--- src/rtl/fisher_yates_shuffler_pkg.sv ---
// Shared definitions for the Fisher-Yates shuffler: LFSR constants,
// FSM state type and the index-draw helper.
package shuffle_pkg;

    localparam logic [15:0] LFSR_POLY    = 16'hB400;
    localparam logic [15:0] LFSR_DEFAULT = 16'hACE1;

    typedef enum logic [1:0] {
        IDLE    = 2'd0,
        SHUFFLE = 2'd1,
        DONE    = 2'd2
    } state_t;

    // Scales an 8-bit random draw onto 0..idx with a multiply and shift
    // instead of a divider; the small modulo bias is accepted.
    function automatic logic [7:0] pick_index(input logic [7:0] r, input logic [7:0] idx);
        logic [15:0] prod;
        prod = 16'(r) * 16'({1'b0, idx} + 9'd1);
        return 8'(prod >> 8);
    endfunction

endpackage

--- src/rtl/fisher_yates_shuffler_if.sv ---
// Handshake bundle between a vector producer/consumer and the shuffler.
//
// Handshake rules (both sides): a transfer happens on a rising clock edge
// where valid and ready are both high. A producer holds valid and its data
// stable until the transfer; ready may change freely and never depends
// combinationally on valid. seed_load is sampled only while in_ready is high.
interface fisher_yates_shuffler_if #(
    parameter int BW = 8,
    parameter int N  = 8
);
    logic            in_valid;
    logic            in_ready;
    logic [N*BW-1:0] inNum;
    logic            seed_load;
    logic [15:0]     seed;
    logic            out_valid;
    logic            out_ready;
    logic [N*BW-1:0] outNum;

    // Side that supplies vectors and consumes permutations.
    modport master (
        output in_valid, inNum, seed_load, seed, out_ready,
        input  in_ready, out_valid, outNum
    );

    // The shuffler itself.
    modport slave (
        input  in_valid, inNum, seed_load, seed, out_ready,
        output in_ready, out_valid, outNum
    );
endinterface

--- src/rtl/fisher_yates_shuffler_lfsr16_galois.sv ---
// 16-bit right-shifting Galois LFSR with synchronous load. A zero seed
// would lock the register at zero, so it is replaced by the default seed.
module lfsr16_galois
    import shuffle_pkg::*;
(
    input  logic        clk,
    input  logic        rstn,
    input  logic        load,
    input  logic [15:0] load_val,
    input  logic        step,
    output logic [15:0] value
);

    // Load has priority over step; the register holds otherwise.
    always_ff @(posedge clk or negedge rstn) begin
        if (!rstn) begin
            value <= LFSR_DEFAULT;
        end else if (load) begin
            value <= (load_val == 16'h0000) ? LFSR_DEFAULT : load_val;
        end else if (step) begin
            value <= (value >> 1) ^ (value[0] ? LFSR_POLY : 16'h0000);
        end
    end

endmodule

--- src/rtl/fisher_yates_shuffler.sv ---
// Sequential Fisher-Yates shuffler: accepts one N-element vector, performs
// one swap per clock from the top index down to 1, then presents the
// permutation until the consumer takes it.
module fisher_yates_shuffler
    import shuffle_pkg::*;
#(
    parameter  int BW = 8,
    parameter  int N  = 8,
    localparam int IW = (N > 1) ? $clog2(N) : 1
) (
    input  logic                    clk,
    input  logic                    rstn,
    fisher_yates_shuffler_if.slave  bus,
    output state_t                  state
);

    state_t            state_nxt;
    logic [BW-1:0]     arr     [N];
    logic [BW-1:0]     arr_nxt [N];
    logic [IW-1:0]     idx;
    logic [IW-1:0]     idx_nxt;
    logic [IW-1:0]     j;
    logic [15:0]       lfsr;
    logic              lfsr_load;
    logic              lfsr_step;
    logic              load_out;
    logic [N*BW-1:0]   out_num;

    lfsr16_galois u_lfsr (
        .clk      (clk),
        .rstn     (rstn),
        .load     (lfsr_load),
        .load_val (bus.seed),
        .step     (lfsr_step),
        .value    (lfsr)
    );

    // Swap partner drawn from the LFSR value before this cycle's advance.
    assign j = IW'(pick_index(lfsr[15:8], 8'(idx)));

    // Next state, next array contents and LFSR control.
    always_comb begin
        state_nxt = state;
        idx_nxt   = idx;
        arr_nxt   = arr;
        lfsr_load = 1'b0;
        lfsr_step = 1'b0;
        load_out  = 1'b0;
        case (state)
            IDLE: begin
                lfsr_load = bus.seed_load;
                if (bus.in_valid) begin
                    for (int k = 0; k < N; k++) begin
                        arr_nxt[k] = bus.inNum[k*BW +: BW];
                    end
                    idx_nxt = IW'(N - 1);
                    if (N == 1) begin
                        state_nxt = DONE;
                        load_out  = 1'b1;
                    end else begin
                        state_nxt = SHUFFLE;
                    end
                end
            end
            SHUFFLE: begin
                // When j equals idx both writes carry the same value.
                arr_nxt[idx] = arr[j];
                arr_nxt[j]   = arr[idx];
                lfsr_step    = 1'b1;
                idx_nxt      = idx - IW'(1);
                if (idx == IW'(1)) begin
                    state_nxt = DONE;
                    load_out  = 1'b1;
                end
            end
            DONE: begin
                if (bus.out_ready) begin
                    state_nxt = IDLE;
                end
            end
            default: begin
                state_nxt = IDLE;
            end
        endcase
    end

    // State, working array and the registered output vector.
    always_ff @(posedge clk or negedge rstn) begin
        if (!rstn) begin
            state   <= IDLE;
            idx     <= '0;
            out_num <= '0;
            for (int k = 0; k < N; k++) begin
                arr[k] <= '0;
            end
        end else begin
            state <= state_nxt;
            idx   <= idx_nxt;
            for (int k = 0; k < N; k++) begin
                arr[k] <= arr_nxt[k];
            end
            if (load_out) begin
                for (int k = 0; k < N; k++) begin
                    out_num[k*BW +: BW] <= arr_nxt[k];
                end
            end
        end
    end

    assign bus.in_ready  = (state == IDLE);
    assign bus.out_valid = (state == DONE);
    assign bus.outNum    = out_num;

endmodule
--- src/flat_wrapper.sv ---
// flat-port wrapper written by rule: the top's interface ports become plain ports
module fisher_yates_shuffler_flat import shuffle_pkg::*;
#(
    parameter  int BW = 8,
    parameter  int N  = 8,
    localparam int IW = (N > 1) ? $clog2(N) : 1
)
  (clk, rstn, state, bus_in_valid, bus_inNum, bus_seed_load, bus_seed, bus_out_ready, bus_in_ready, bus_out_valid, bus_outNum);
  fisher_yates_shuffler_if #(.BW(BW), .N(N)) bus_i ();
  input  logic clk;
  input  logic rstn;
  output state_t state;
  input wire logic [$bits(bus_i.in_valid)-1:0] bus_in_valid;
  input wire logic [$bits(bus_i.inNum)-1:0] bus_inNum;
  input wire logic [$bits(bus_i.seed_load)-1:0] bus_seed_load;
  input wire logic [$bits(bus_i.seed)-1:0] bus_seed;
  input wire logic [$bits(bus_i.out_ready)-1:0] bus_out_ready;
  output wire logic [$bits(bus_i.in_ready)-1:0] bus_in_ready;
  output wire logic [$bits(bus_i.out_valid)-1:0] bus_out_valid;
  output wire logic [$bits(bus_i.outNum)-1:0] bus_outNum;
  assign bus_i.in_valid = bus_in_valid;
  assign bus_i.inNum = bus_inNum;
  assign bus_i.seed_load = bus_seed_load;
  assign bus_i.seed = bus_seed;
  assign bus_i.out_ready = bus_out_ready;
  assign bus_in_ready = bus_i.in_ready;
  assign bus_out_valid = bus_i.out_valid;
  assign bus_outNum = bus_i.outNum;
  fisher_yates_shuffler #(.BW(BW), .N(N)) u_core (.clk(clk), .rstn(rstn), .bus(bus_i), .state(state));
endmodule
--- config.mk ---
export PLATFORM = sky130hd
export DESIGN_NAME = fisher_yates_shuffler_flat
export DESIGN_NICKNAME = d
export VERILOG_FILES = /design/src/rtl/fisher_yates_shuffler_pkg.sv /design/src/rtl/fisher_yates_shuffler_if.sv /design/src/rtl/fisher_yates_shuffler_lfsr16_galois.sv /design/src/rtl/fisher_yates_shuffler.sv /design/src/flat_wrapper.sv
export SDC_FILE = /design/constraint.sdc
export NUM_CORES = 1
export LEC_CHECK = 0
export CAP_MARGIN = 0
export CORE_ASPECT_RATIO = 1.2
export CORE_MARGIN = 3
export CORE_UTILIZATION = 30
export DETAILED_ROUTE_END_ITERATION = 6
export PLACE_DENSITY = 0.57
export SYNTH_ARGS = -nofsm -noshare
export SYNTH_HDL_FRONTEND = slang
export SYNTH_HIERARCHICAL = 1
export SYNTH_SLANG_ARGS = --single-unit
--- constraint.sdc ---
create_clock -name clk -period 4.57 [get_ports clk]
set_input_delay 0.457 -clock clk [delete_from_list [all_inputs] [get_ports clk]]
set_output_delay 0.457 -clock clk [all_outputs]
set_load 0.005 [all_outputs]
==> metrics <==
outcome finished with violations; failing checks negative setup slack; DR vias between 10000 and 15000; launching point of the worst reg2reg path u_core/idx[1]; top cell type's share of synthesized area 0.349; M1 GR Usage 0.309; endpoints failing hold 0; PortBufs roughly 150; Setup WS post-layout -0.116 ns; DRT Pass-1 Iters 6; Starting Density 0.309; routed vias/inst approximately 5.7; hpwl dp about 31000 um; commonest non-fill, non-tap cell in the layout clkdlybuf4s50_1; Crit path arrival time between 5 and 6 ns; Root Buffer Master clkbuf_16; synth unique cells 70; TritonCTS clock tree built; H-tree depth reported by CTS 4; I/O pin count 153; number of global-route vias before repair approximately 10000; nets 1498; worst path cell trace ha_4 > xor2_4 > and2_4 > fa_1 > inv_2 > fa_1 > inv_2 > ha_4 > and2_4 > o21a_4 > o21ai_4 > a211o_4 > buf_12 > a21boi_1 > buf_4 > a2111oi_4 > buf_4 > buf_6 > o31ai_4 > nand3_2 > a31oi_1; Post-synth top flop dfrtp_1; Async SR Flop Fraction 1.00; area leader, netlist dfrtp_1; total global routing overflow 0; max cap viols 0; Mapped Cells between 1000 and 1500; Startpoint Class register; max incr delay on CP around 0.56 ns; initial antenna violation count 0; Tmin final 4.69 ns; Clock Latency Late Sink around 0.46 ns; register bit total from synthesis about 150; CTS sink count ~150; WL/cell between 20 and 25 um; Routed Antenna Nets 0; fin. max-slew vios 0; cell at the slowest stage of the critical path fa_1; pre-CTS setup slack -0.450 ns; FP Rows around 70; DR iter-0 viols ~960; Synth area leaders dfrtp_1, nand3_1, mux2_2; die area 35900 um2; period utilization 1.03; R2R cell count 21; Area growth syn-to-layout 54.3%; unrepaired setup endpoints after global routing true; diode count 0; Fill cells slightly above 3000; crit path kind reg -> reg; Top Usage Layer GRT met2; Clock Tree Buf Depth 2; chip height just over 200 um; number of synthesized flops with an enable pin 0; Req. time, crit path 4.95 ns; largest net degree at the start of global routing 83; mean post-synth cell area approximately 9 um2; CTS Buf Count 17; endpoints failing setup 100; actual slew at the worst max-slew pin 1.37 ns; met3 usage 0.0384; net count after synthesis 1241; crit path from u_core/idx[1]; share of cells above drive strength 1 0.360; CP top delay family adder cells; worst hold margin around 0.093 ns; chip width roughly 170 um; commonest cells after routing, fill and taps aside clkdlybuf4s50_1, dfrtp_1, nand2_1; gpl congestion between 0.9 and 1; element type at the critical path end register; CP bufs+invs 6; Global Route Usage Sum 0.236; worst hold path class in -> async; Seq/Total Area, Yosys 0.370; area of the core approximately 33000 um2; clock transition at the registers of the reported paths roughly 0.08 ns; Slew HR 0.0806; Syn Std Cell Area between 10000 and 15000 um2; CP max FO 6; WL final ~44000 um; first-pass GRT wire length about 65000 um; stages on the worst setup path 21; met2 Usage GRT 0.395; synth warn 6; fmax between 0.2 and 0.25 GHz; DR DRC count 0; Post-Route Skew between 0.02 and 0.03 ns
[synthesized netlist by cell type (all sizes together) (5+ instances only)]
master  number
o22a        15
buf         19
nor2        87
nand2      140
clkbuf      54
fa          11
mux2        66
a22oi       72
nor3         8
ha          15
nor2b        6
a32oi        6
nand3b       7
a31oi       51
mux2i       35
inv         26
dfstp        8
o22ai        8
a211oi      24
and2        28
o21ai       32
dfrtp      141
mux4         5
nand3      151
a21oi       53
o31ai        5
xnor2        8
[layout make-up]
type / count / area, um2 / share of cell area
Clock inverter: 11 / 149 / 0.00956
Clock buffer: 20 / 467 / 0.0300
Tap cell: 444 / 556 / 0.0357
Timing Repair Buffer: 311 / 3170 / 0.204
Inverter: 26 / 100 / 0.00643
Sequential cell: 149 / 3740 / 0.240
Multi-Input combinational cell: 882 / 7390 / 0.475
[worst reg2reg max path: cells and delay by family, from the launching register on]
family	cells	cell delay (ns)
buf+inv	6	0.70
fa+ha+maj	4	1.56
simple gates	3	0.46
xor+xnor	1	0.19
compound gates	7	1.29
flops	1	0.43
[flip-flops by register name (all words and copies together) (netlist names)]
signal,count
u_core/idx,3
u_core/bus.outNum,64
u_core/arr,64
u_core/state,2
u_core/u_lfsr/value,16
[through the flow]
stage | area (um2) | TNS, ns | cells | utilization
2_1_floorplan | 10200 | 0 | 1130 | -
3_3_place_gp | 13100 | -23.80 | 1780 | 0.401
3_5_place_dp | 13100 | -29.54 | 1780 | 0.401
4_1_cts | 14400 | -0.236 | 1827 | 0.439
5_1_grt | 15600 | -20.73 | 1843 | 0.476
6_report | 15600 | -4.16 | 1843 | 0.476
[logic make-up (layout without fill, tap and decap cells)]
logic type | after synthesis | in the layout | synth area share
AOI/OAI and AO/OA | 293 | 293 | 0.209
xor gates and xnor gates | 11 | 11 | 0.0103
adders and majority gates | 26 | 26 | 0.0404
buffers and inverters | 99 | 368 | 0.0425
DFF | 149 | 149 | 0.370
muxes | 106 | 106 | 0.119
and+or+nand+nor | 446 | 446 | 0.208
[worst paths after layout]
check,end,slack (ns)
setup / recovery,u_core/bus.outNum[22],-0.12
hold / removal,u_core/bus.outNum[53],0.09
setup reg to reg,u_core/bus.outNum[22],-0.12
hold reg to reg,u_core/bus.outNum[52],0.51
max in group asynchronous,u_core/arr[21],3.33
min in group clk,u_core/bus.outNum[52],0.51
[timing repair]
action	CTS	global route
buffers inserted	17	16
cloned	1	3
pin swaps	50	121
setup endpoints to repair	128	128
gates resized for setup	104	228
hold buffers	0	0
[routing by layer]
metal  vias up  wire length, um
met5         -                0
met4         0             1830
met3       107             2740
met2       473            21300
met1      5303            18400
li1       4695                -
Power is left out: the tool's default activity adds up to more than one toggle a clock period on the data nets, which glitch-free logic cannot reach.
